<file path="src/rtl/counter_io_pkg.sv">
// ============================================================================
//  Module      : counter_io_pkg
//  Description : Shared constants for the counter/timer bus bridge: register
//                offsets, access-FSM state encoding, channel-select width.
//  Revision    : 1.0  initial release
// ============================================================================
`default_nettype none

package counter_io_pkg;

    // Channel-select width; code 3 addresses the control word.
    localparam int CH_W = 2;

    // Byte offsets inside the 256-byte window.
    localparam logic [7:0] OFF_CH0  = 8'h00;
    localparam logic [7:0] OFF_CH1  = 8'h04;
    localparam logic [7:0] OFF_CH2  = 8'h08;
    localparam logic [7:0] OFF_CTRL = 8'h0C;
    localparam logic [7:0] OFF_STAT = 8'h10;
    localparam logic [7:0] OFF_IEN  = 8'h14;
    localparam logic [7:0] OFF_PEND = 8'h18;

    // Access state machine encoding (IDLE, WR, ACK, REL).
    typedef logic [1:0] state_t;
    localparam state_t ST_IDLE = 2'd0;
    localparam state_t ST_WR   = 2'd1;
    localparam state_t ST_ACK  = 2'd2;
    localparam state_t ST_REL  = 2'd3;

endpackage

`default_nettype wire

</file>
<file path="src/rtl/counter_io_bridge_if.sv">
// ============================================================================
//  Module      : counter_io_bridge_if
//  Description : CPU data-bus request/acknowledge signals seen by the bridge.
//  Revision    : 1.0  initial release
// ============================================================================
`default_nettype none

interface counter_io_bridge_if;
    logic        bus_req;
    logic        bus_we;
    logic [31:0] bus_addr;
    logic [31:0] bus_wdata;
    logic [31:0] bus_rdata;
    logic        bus_ack;

    // CPU side
    modport master (
        output bus_req, bus_we, bus_addr, bus_wdata,
        input  bus_rdata, bus_ack
    );

    // Bridge side
    modport slave (
        input  bus_req, bus_we, bus_addr, bus_wdata,
        output bus_rdata, bus_ack
    );
endinterface

`default_nettype wire

</file>
<file path="src/rtl/sync_edge_det.sv">
// ============================================================================
//  Module      : sync_edge_det
//  Description : Two-flop synchroniser for an asynchronous level, followed by
//                a previous-value flop giving a one-cycle rising-edge pulse.
//  Revision    : 1.0  initial release
// ============================================================================
`default_nettype none

module sync_edge_det (
    input  wire logic clk,
    input  wire logic rst,       // synchronous, active-low
    input  wire logic i_async,
    output logic      o_level,
    output logic      o_rise
);

    logic r_s1;
    logic r_s2;
    logic r_prev;

    // Synchroniser chain plus history flop for edge detection.
    always_ff @(posedge clk) begin
        if (!rst) begin
            r_s1   <= 1'b0;
            r_s2   <= 1'b0;
            r_prev <= 1'b0;
        end else begin
            r_s1   <= i_async;
            r_s2   <= r_s1;
            r_prev <= r_s2;
        end
    end

    assign o_level = r_s2;
    assign o_rise  = r_s2 & ~r_prev;

endmodule

`default_nettype wire

</file>
<file path="src/rtl/counter_io_bridge.sv">
// ============================================================================
//  Module      : counter_io_bridge
//  Description : Bus responder for the three-channel counter/timer. Turns
//                writes to the lock/control registers into one-cycle counter
//                strobes, answers reads from shadow registers, and (when
//                COUNTER_IO_IRQ_EN is defined) latches OUT rising edges as
//                pending bits driving a level interrupt.
//  Options     : `define COUNTER_IO_IRQ_EN  -> interrupt path implemented
//  Revision    : 1.0  initial release
// ============================================================================
`default_nettype none

module counter_io_bridge
    import counter_io_pkg::*;
#(
    parameter logic [31:0] BASE_ADDR = 32'hF000_0000
) (
    input  wire logic               clk,
    input  wire logic               rst,          // synchronous, active-low
    counter_io_bridge_if.slave      bus,
    output logic                    counter_we,
    output logic [CH_W-1:0]         counter_ch,
    output logic [31:0]             counter_val,
    input  wire logic               counter0_OUT,
    input  wire logic               counter1_OUT,
    input  wire logic               counter2_OUT,
    output logic                    counter_irq
);

    state_t      r_state;
    logic [7:0]  r_off;
    logic        r_we;
    logic [31:0] r_wdata;

    logic [31:0] r_sh_ch0;
    logic [31:0] r_sh_ch1;
    logic [31:0] r_sh_ch2;
    logic [23:0] r_sh_ctrl;

    logic        w_hit;
    logic [7:0]  w_off_in;
    logic        w_wr_ch;
    logic [2:0]  w_out_raw;
    logic [2:0]  w_lvl;
    logic [2:0]  w_pend;
    logic [2:0]  w_en;
    logic [31:0] w_rdata;
    logic        w_unused;

    assign w_hit     = (bus.bus_addr[31:8] == BASE_ADDR[31:8]);
    assign w_off_in  = {bus.bus_addr[7:2], 2'b00};
    assign w_wr_ch   = bus.bus_we && (w_off_in <= OFF_CTRL);
    assign w_out_raw = {counter2_OUT, counter1_OUT, counter0_OUT};
    assign w_unused  = &{1'b0, bus.bus_addr[1:0]};

    // Access FSM: capture a hit in IDLE, strobe the counter, ack once, then
    // wait for the CPU to drop its request so a held request is not re-served.
    always_ff @(posedge clk) begin
        if (!rst) begin
            r_state <= ST_IDLE;
            r_off   <= 8'h00;
            r_we    <= 1'b0;
            r_wdata <= 32'h0;
        end else begin
            case (r_state)
                ST_IDLE: begin
                    if (bus.bus_req && w_hit) begin
                        r_off   <= w_off_in;
                        r_we    <= bus.bus_we;
                        r_wdata <= bus.bus_wdata;
                        r_state <= w_wr_ch ? ST_WR : ST_ACK;
                    end
                end
                ST_WR:   r_state <= ST_ACK;
                ST_ACK:  r_state <= ST_REL;
                ST_REL:  if (!bus.bus_req) r_state <= ST_IDLE;
                default: r_state <= ST_IDLE;
            endcase
        end
    end

    // Shadow registers track what was last sent to the counter.
    always_ff @(posedge clk) begin
        if (!rst) begin
            r_sh_ch0  <= 32'h0;
            r_sh_ch1  <= 32'h0;
            r_sh_ch2  <= 32'h0;
            r_sh_ctrl <= 24'h0;
        end else if (r_state == ST_WR) begin
            case (r_off[3:2])
                2'd0:    r_sh_ch0  <= r_wdata;
                2'd1:    r_sh_ch1  <= r_wdata;
                2'd2:    r_sh_ch2  <= r_wdata;
                default: r_sh_ctrl <= r_wdata[23:0];
            endcase
        end
    end

    // Counter strobe is driven only in WR; ch/val are zeroed otherwise.
    assign counter_we  = (r_state == ST_WR);
    assign counter_ch  = counter_we ? r_off[3:2] : '0;
    assign counter_val = counter_we ? r_wdata : 32'h0;

`ifdef COUNTER_IO_IRQ_EN
    logic [2:0] w_rise;
    logic [2:0] w_clr;
    logic       w_ack_wr;
    logic [2:0] r_pend;
    logic [2:0] r_en;
    logic       r_irq;

    for (genvar gi = 0; gi < 3; gi++) begin : g_sync
        sync_edge_det u_sync (
            .clk     (clk),
            .rst     (rst),
            .i_async (w_out_raw[gi]),
            .o_level (w_lvl[gi]),
            .o_rise  (w_rise[gi])
        );
    end

    assign w_ack_wr = (r_state == ST_ACK) && r_we;
    assign w_clr    = (w_ack_wr && (r_off == OFF_PEND)) ? r_wdata[2:0] : 3'b000;

    // Enable/pending registers; a new edge beats a simultaneous W1C clear.
    always_ff @(posedge clk) begin
        if (!rst) begin
            r_en   <= 3'b000;
            r_pend <= 3'b000;
            r_irq  <= 1'b0;
        end else begin
            if (w_ack_wr && (r_off == OFF_IEN)) r_en <= r_wdata[2:0];
            r_pend <= (r_pend & ~w_clr) | w_rise;
            r_irq  <= |(r_pend & r_en);
        end
    end

    assign w_pend      = r_pend;
    assign w_en        = r_en;
    assign counter_irq = r_irq;
`else
    logic [2:0] r_s1;
    logic [2:0] r_s2;

    // Level synchronisers only; no edge history needed without interrupts.
    always_ff @(posedge clk) begin
        if (!rst) begin
            r_s1 <= 3'b000;
            r_s2 <= 3'b000;
        end else begin
            r_s1 <= w_out_raw;
            r_s2 <= r_s1;
        end
    end

    assign w_lvl       = r_s2;
    assign w_pend      = 3'b000;
    assign w_en        = 3'b000;
    assign counter_irq = 1'b0;
`endif

    // Read-data mux over the captured offset; unmapped offsets read 0.
    always_comb begin
        w_rdata = 32'h0;
        case (r_off)
            OFF_CH0:  w_rdata = r_sh_ch0;
            OFF_CH1:  w_rdata = r_sh_ch1;
            OFF_CH2:  w_rdata = r_sh_ch2;
            OFF_CTRL: w_rdata = {8'h00, r_sh_ctrl};
            OFF_STAT: w_rdata = {25'h0, w_pend, 1'b0, w_lvl};
            OFF_IEN:  w_rdata = {29'h0, w_en};
            OFF_PEND: w_rdata = {29'h0, w_pend};
            default:  w_rdata = 32'h0;
        endcase
    end

    assign bus.bus_ack   = (r_state == ST_ACK);
    assign bus.bus_rdata = (bus.bus_ack && !r_we) ? w_rdata : 32'h0;

endmodule

`default_nettype wire

</file>
<file path="src/flat_wrapper.sv">
// flat-port wrapper written by rule: the top's interface ports become plain ports
module counter_io_bridge_flat import counter_io_pkg::*;
#(
    parameter logic [31:0] BASE_ADDR = 32'hF000_0000
)
  (clk, rst, counter_we, counter_ch, counter_val, counter0_OUT, counter1_OUT, counter2_OUT, counter_irq, bus_bus_req, bus_bus_we, bus_bus_addr, bus_bus_wdata, bus_bus_rdata, bus_bus_ack);
  counter_io_bridge_if bus_i ();
  input  wire logic clk;
  input  wire logic rst;
  output logic counter_we;
  output logic [CH_W-1:0] counter_ch;
  output logic [31:0] counter_val;
  input  wire logic counter0_OUT;
  input  wire logic counter1_OUT;
  input  wire logic counter2_OUT;
  output logic counter_irq;
  input wire logic [$bits(bus_i.bus_req)-1:0] bus_bus_req;
  input wire logic [$bits(bus_i.bus_we)-1:0] bus_bus_we;
  input wire logic [$bits(bus_i.bus_addr)-1:0] bus_bus_addr;
  input wire logic [$bits(bus_i.bus_wdata)-1:0] bus_bus_wdata;
  output wire logic [$bits(bus_i.bus_rdata)-1:0] bus_bus_rdata;
  output wire logic [$bits(bus_i.bus_ack)-1:0] bus_bus_ack;
  assign bus_i.bus_req = bus_bus_req;
  assign bus_i.bus_we = bus_bus_we;
  assign bus_i.bus_addr = bus_bus_addr;
  assign bus_i.bus_wdata = bus_bus_wdata;
  assign bus_bus_rdata = bus_i.bus_rdata;
  assign bus_bus_ack = bus_i.bus_ack;
  counter_io_bridge #(.BASE_ADDR(BASE_ADDR)) u_core (.clk(clk), .rst(rst), .bus(bus_i), .counter_we(counter_we), .counter_ch(counter_ch), .counter_val(counter_val), .counter0_OUT(counter0_OUT), .counter1_OUT(counter1_OUT), .counter2_OUT(counter2_OUT), .counter_irq(counter_irq));
endmodule
</file>
<file path="config.mk">
export PLATFORM = sky130hd
export DESIGN_NAME = counter_io_bridge_flat
export DESIGN_NICKNAME = d
export VERILOG_FILES = /design/src/rtl/counter_io_pkg.sv /design/src/rtl/counter_io_bridge_if.sv /design/src/rtl/sync_edge_det.sv /design/src/rtl/counter_io_bridge.sv /design/src/flat_wrapper.sv
export SDC_FILE = /design/constraint.sdc
export NUM_CORES = 1
export LEC_CHECK = 0
export ABC_AREA = 1
export CORE_MARGIN = 1
export CORE_UTILIZATION = 35
export CTS_CLUSTER_DIAMETER = 200
export DETAILED_ROUTE_END_ITERATION = 10
export GPL_TIMING_DRIVEN = 0
export SYNTH_ARGS = -nofsm -noshare
export SYNTH_HDL_FRONTEND = slang
export SYNTH_SLANG_ARGS = --single-unit
</file>
<file path="constraint.sdc">
create_clock -name clk -period 2.1 [get_ports clk]
set_clock_uncertainty 0.2 [all_clocks]
set_input_delay 0.21 -clock clk [delete_from_list [all_inputs] [get_ports clk]]
set_output_delay 0.21 -clock clk [all_outputs]
set_load 0.02 [all_outputs]
</file>
==> metrics.cfg, run 1 <==
[flow_run]
cap_violations=0

[cells_and_area]
syn2layout_area_growth_pct=40.8
final_cell_mix=235 x nand2_1, 161 x dfxtp_1, 137 x nor2_1, 94 x inv_1, 92 x a21oi_1
final_common_cell=nand2_1
instances_no_fill=1507
fin_area_um2=10400
drive_above_1_share_pct=22.6
diodes=0
final_core_util_pct=50.8
nets=1299

[global_routing]
gr-usage-met3_pct=4.72
antenna_found_initial=0
grt-busiest-layer=met2
grt_first_pass_wirelength_um=36700
grt_overflow=0
met1_usage_pct=29.0
grt.total_usage_pct=21.8
grt_pass1_vias=6985
grt_max_degree=17
use_met2_pct=34.7

[yosys]
synth_top_cell_by_area=dfxtp_1
syn_area_um2=7360
synth.avg_cell_area_um2=7.12
yosysWarnings=0
ys_seq_area_share_pct=45.4
ys_types=25
synth_seq_cells=167
synth_nets=1109
synthCells=1034
synthDominantCellAreaShare_pct=45.4
yosys-top-cells-area=dfxtp_1 45%, nand2_1 13%, nor2_1 7.2%, a21oi_1 6.4%, o21ai_0 6.3%

[route]
route.vias.total=7274
ant_nets=0
drt-total-wl_um=23200
post_drt_via_cell_ratio=4.83
first_pass_iters=5
avgRoutedWirePerCell_um=15.4
drc=0
drtIter0Drc=520

[timing]
hold_viol_final=0
fin_ws_ns=-0.378
rsz0062_at_grt=true
finalCriticalPeriod_ns=2.48
fmax_ghz=0.404
post-route-period-util_pct=118
maxSlewHeadroom_pct=61.8
setup_viol=49
worst_pin_slew_ns=0.573
final_max_slew_viol_count=0
setup_tns_ns=-10.45

[floorplanning]
die_h_um=147
die-area_um2=21600
die_width_um=147
design.core.area_um2=20400
row_count=52
ios=140
start_util_pct=36.0

[worst_setup_path]
start_kind=flip-flop
worstPathCellList=inv_1 -> ha_2 -> inv_1 -> nor2_4 -> inv_2 -> a21oi_2 -> inv_4 -> buf_12 -> a21oi_4 -> buf_6
worstSetupEndpointType=output port
crit_buf_inv=6
cp_slowest_cell=dfxtp_2
crit_family=buffers and inverters
critPathArrivalTime_ns=2.07
critPathMaxStageDelay_ns=0.34
crit_top_cell=inv_1
worst-setup-path-type=reg -> out
worst_ep_required_time_ns=1.69
worstPathMaxFanout=10

[pwr]
p_leak_nw=4.70
swShare_pct=29.4
ir_drop_uv=492
p_per_area_nw_per_um2=849
combPwrFrac_pct=24.4
pwr-share-clk_pct=35.6
internal_power_mw=6.22
finalPower_mw=8.81
power.switching_mw=2.59
pwr-share-seq_pct=40.0

[placed_design]
portBuffers=135
place_congestion=0.810
placed_area_um2=9050
numPlacedInstances=1439
dp_hpwl_um=15900

[outcome]
status=finished, violations left
violations=negative setup slack

[clock_tree]
cts_tree=built
clockRootBuffer=clkbuf_16
clk_pin_slew_worst_paths_ns=0.06
htree_levels=4
cts_buffers=17
insertion_delay_ns=0.44
cts_max_path_buffers=2
cts.sinks=167

[min_path]
hold_class=in -> reg

==> cell families (layout without fill, tap and decap cells) <==
family	count (synthesis)	in the layout	synth area share, %
fa+ha+maj	4	4	0.680
buf+inv	172	374	10.2
simple gates	447	448	24.8
flops	167	167	45.4
compound gates	243	243	18.8
other cells	1	1	0.0509
==> sequential cells by signal, indices dropped and copies added, names as in the netlist, 3 cells and up <==
| register | count |
|---|---|
| u_core.r_s1 | 3 |
| u_core.r_sh_ch1 | 32 |
| u_core.r_sh_ch0 | 32 |
| u_core.r_s2 | 3 |
| u_core.r_sh_ctrl | 24 |
| u_core.r_wdata | 32 |
| u_core.r_sh_ch2 | 32 |
| u_core.r_off | 6 |
==> layout make-up <==
| type | count | area (um2) |
|---|---|---|
| fillers | 2051 | 10100 |
| multi-input cells | 696 | 3560 |
| flip-flops and latches | 167 | 3350 |
| repair buffers | 171 | 1640 |
| plain buffers | 67 | 504 |
| clock buffers | 24 | 492 |
| inverters | 104 | 393 |
| well taps | 270 | 338 |
| clock inverters | 8 | 95.1 |
==> per-stage QoR <==
step	worst slack, ns	hold WS [ns]
floorplan	0.0699	0.108
global placement	-0.678	0.201
detailed placement	-0.671	0.202
CTS	-0.341	0.0600
global route	-0.431	0.0880
finish	-0.378	0.0744
==> synthesized netlist by cell type <==
cell type	n
and3_1	21
buf_4	11
nor2_1	141
a22oi_1	3
dfxtp_1	167
buf_6	4
nand2_1	252
nand3_4	1
a211oi_1	32
nor3_1	1
o2bb2ai_1	1
a21oi_2	21
nand3_1	18
nand4_1	3
inv_1	100
clkbuf_1	23
and2_1	1
inv_2	4
conb_1	1
nor2_4	5
a21oi_1	94
ha_1	4
buf_2	30
o21ai_0	92
nor2_2	4
==> path summary, 6_finish.rpt <==
check | from | to | slack (ns) | cells after the start
worst min register to register | u_core.r_s1[0] | u_core.r_s2[0] | 0.22 | 2
worst max-delay path | u_core.r_state[0] | bus_bus_rdata[22] | -0.38 | 10
worst min-delay path | rst | u_core.r_sh_ch0[21] | 0.07 | 3
worst max register to register | u_core.r_state[1] | u_core.r_sh_ctrl[21] | 0.06 | 8
==> worst register-to-register path, cell delays in order, from the launching register on <==
cell      delay (ns)
dfxtp_2         0.34
inv_2           0.06
ha_2            0.31
buf_12          0.16
inv_1           0.07
nor2_1          0.19
buf_2           0.26
clkbuf_4        0.26
a21oi_1         0.09
==> power by group through the flow <==
| stage | Combinational [mW] | Sequential [mW] | Clock [mW] |
|---|---|---|---|
| 2_1_floorplan | 1.14 | 3.56 | 0 |
| 3_3_place_gp | 1.72 | 3.58 | 0 |
| 3_5_place_dp | 1.73 | 3.59 | 0 |
| 4_1_cts | 2.04 | 3.52 | 3.16 |
| 5_1_grt | 2.34 | 3.55 | 3.31 |
| 6_report | 2.15 | 3.52 | 3.13 |
==> layer usage <==
metal / vias to the layer above / wire (um) / share of wire, %
met2: 217 / 10500 / 45
met3: 28 / 1270 / 5.5
met5: - / 0 / 0
met4: 0 / 471 / 2.0
li1: 3684 / - / -
met1: 3345 / 10900 / 47
==> what timing repair did <==
action                                  4_1_cts  5_1_grt
gates cloned                                  5        1
pin swaps                                    20       29
endpoints found under the setup margin      128      107
buffers inserted                             19       12
hold buffers                                  0        0
endpoints found under the hold margin         0        0
gates resized for setup                     395       59
(Power assumes the default switching activity.)
==> run 2: changes to the inputs <==
Settings changed: CORE_ASPECT_RATIO from default to 1.25.
==> run 2 against run 1 <==
  * The flow still finishes with violations (negative setup slack)
  * Combinational power rose by 8%
  * Final cell count fell by 0.40%
  * Non-clock buffer count fell by 5
  * Critical endpoint is now bus_bus_rdata[0]
  * Total power rose by 1.5%
  * Global-route usage fell by 0.48 points
  * Sequential share of layout area barely moved
  * First-iteration DRC count rose by 8.5%
==> metrics.cfg, run 2 (synthesis gave the netlist of run 1 again) <==
[worst_setup_path]
worst-setup-path-type=reg -> out
start_kind=flip-flop
critPathArrivalTime_ns=2.04  ; -0.03 ns
worstPathMaxFanout=6  ; -4
worst_ep_required_time_ns=1.69  ; about the same
worstPathCellList=nor2_4 -> nand3_4 -> buf_6 -> nor2_4 -> buf_6 -> nand2_2 -> nand3_2 -> nor2_1 -> nor2_1 -> buf_4
cp_slowest_cell=dfxtp_2
critPathMaxStageDelay_ns=0.33  ; about the same
worstSetupEndpointType=output port

[floorplanning]
row_count=58  ; +12%
die_width_um=132  ; -10%
design.core.area_um2=20400  ; -0.18%
die_h_um=164  ; +12%
ios=140  ; unchanged
start_util_pct=36.1  ; +0.066 points
die-area_um2=21600  ; about the same

[route]
drc=0  ; unchanged
ant_nets=0  ; unchanged
first_pass_iters=4  ; -1
drtIter0Drc=564  ; +8.5%
avgRoutedWirePerCell_um=15.4  ; about the same
post_drt_via_cell_ratio=4.87  ; +0.97%
drt-total-wl_um=23100  ; -0.49%
route.vias.total=7315  ; +0.56%

[timing]
fmax_ghz=0.408  ; +1.1%
finalCriticalPeriod_ns=2.45  ; -0.0280 ns
setup_viol=53  ; +8.2%
rsz0062_at_grt=true
final_max_slew_viol_count=0  ; unchanged
hold_viol_final=0  ; unchanged
maxSlewHeadroom_pct=59.2  ; -2.6 points
worst_pin_slew_ns=0.612  ; +0.0391 ns
fin_ws_ns=-0.350  ; +0.0280 ns
post-route-period-util_pct=117  ; -1.3 points
setup_tns_ns=-9.41  ; +1.04 ns
whs_ns=0.0392  ; -0.0352 ns

[pwr]
ir_drop_uv=599  ; +22%
p_per_area_nw_per_um2=863  ; +1.6%
p_leak_nw=4.83  ; +2.7%

[global_routing]
grt_pass1_vias=6771  ; -3.1%
grt_first_pass_wirelength_um=35700  ; -2.7%
grt.total_usage_pct=21.3  ; -0.48 points
grt_max_degree=17  ; unchanged
grt_overflow=0  ; unchanged
antenna_found_initial=0  ; unchanged

[clock_tree]
cts_tree=built
ctsHoldBuffers=0  ; unchanged
insertion_delay_ns=0.44  ; about the same
cts_max_path_buffers=2  ; unchanged
clockRootBuffer=clkbuf_16
clk_pin_slew_worst_paths_ns=0.06  ; about the same
htree_levels=4  ; unchanged
cts.sinks=167  ; unchanged
cts_buffers=17  ; unchanged

[placed_design]
place_congestion=0.806  ; -0.51%
portBuffers=135  ; unchanged
dp_hpwl_um=15700  ; -1.2%

[cells_and_area]
diodes=0  ; unchanged
fill_cells=2005  ; -2.2%
final_cell_mix=226 x nand2_1, 162 x dfxtp_1, 139 x nor2_1, 91 x o21ai_0, 91 x a21oi_1
final_common_cell=nand2_1
drive_above_1_share_pct=22.7  ; +0.11 points
syn2layout_area_growth_pct=40.6
nets=1293  ; -0.46%

[outcome]
violations=negative setup slack
status=finished, violations left

[flow_run]
cap_violations=0  ; unchanged

[min_path]
hold_class=in -> reg

## run 2: changes by cell type in the layout (fill, tap and decap cells not counted), sizes merged
cell | before | now
clkbuf | 53 | 51
buf | 126 | 137
clkinvlp | 2 | 0
nor2 | 151 | 150
clkinv | 4 | 6
clkdlybuf4s15 | 13 | 0
dlygate4sd2 | 2 | 1
## run 2: layer usage
layer	global-route usage (%)	up-vias	routed length, um	share of wire [%]
met5	0	-	0	0
met3	3.30	27	1210	5.3
met2	37.2	240	11400	49
met4	6.71	0	375	1.6
met1	26.8	3391	10100	44
li1	-	3657	-	-
## run 2: metrics by stage
step | total power, mW | utilization [%] | instance area (um2) | instances | setup WS, ns
global placement | 5.31 | 44.4 | 9050 | 1439 | -0.663
detailed placement | 5.34 | 44.4 | 9050 | 1439 | -0.670
global route | 9.31 | 50.8 | 10400 | 1501 | -0.422
CTS | 8.62 | 49.2 | 10000 | 1490 | -0.361
floorplan | 4.69 | - | 7370 | 1034 | 0.0699
finish | 8.94 | 50.8 | 10400 | 1501 | -0.350
## run 2: what timing repair did
item,in CTS,in global routing
gates resized for setup,359,134
setup buffers,15,10
setup endpoints to repair,126,133
cloned,4,1
pin swaps,42,26
## run 2: layout make-up
cell class | instances | area (um2) | share of cell area [%]
Multi-Input combinational cell | 695 | 3580 | 34.5
Sequential cell | 167 | 3350 | 32.4
Timing Repair Buffer | 165 | 1600 | 15.5
Buffer | 68 | 519 | 5.01
Clock buffer | 24 | 472 | 4.56
Inverter | 104 | 395 | 3.82
Tap cell | 270 | 338 | 3.26
Clock inverter | 8 | 97.6 | 0.942
## run 2: final timing paths
check        depth (start not counted)             endpoint              start  slack, ns
max                                 10     bus_bus_rdata[0]    u_core.r_off[7]      -0.35
min                                  3  u_core.r_sh_ch0[20]                rst       0.04
max reg2reg                          9  u_core.r_sh_ch1[10]  u_core.r_state[1]      -0.02
min reg2reg                          2       u_core.r_s2[1]     u_core.r_s1[1]       0.22
## run 2: power by group
| group | switching [mW] | total, mW | leakage [nW] | internal (mW) |
|---|---|---|---|---|
| Combinational | 1.28 | 2.32 | 3.20 | 1.04 |
| Clock | 1.27 | 3.08 | 0.282 | 1.81 |
| Sequential | 0.127 | 3.53 | 1.35 | 3.41 |
| Total | 2.68 | 8.94 | 4.83 | 6.26 |
## run 2: worst max-delay path: cells and delay by family, from the launching register on
| family | cells | cell delay [ns] |
|---|---|---|
| buffers and inverters | 3 | 0.49 |
| flip-flops | 1 | 0.33 |
| AND/OR/NAND/NOR | 7 | 0.77 |
==> run 3: changes to the inputs <==
Settings changed: CTS_CLUSTER_SIZE from default to 28.
==> results of run 3 <==
Final layout, timing and power as in run 2 (identical DEF).
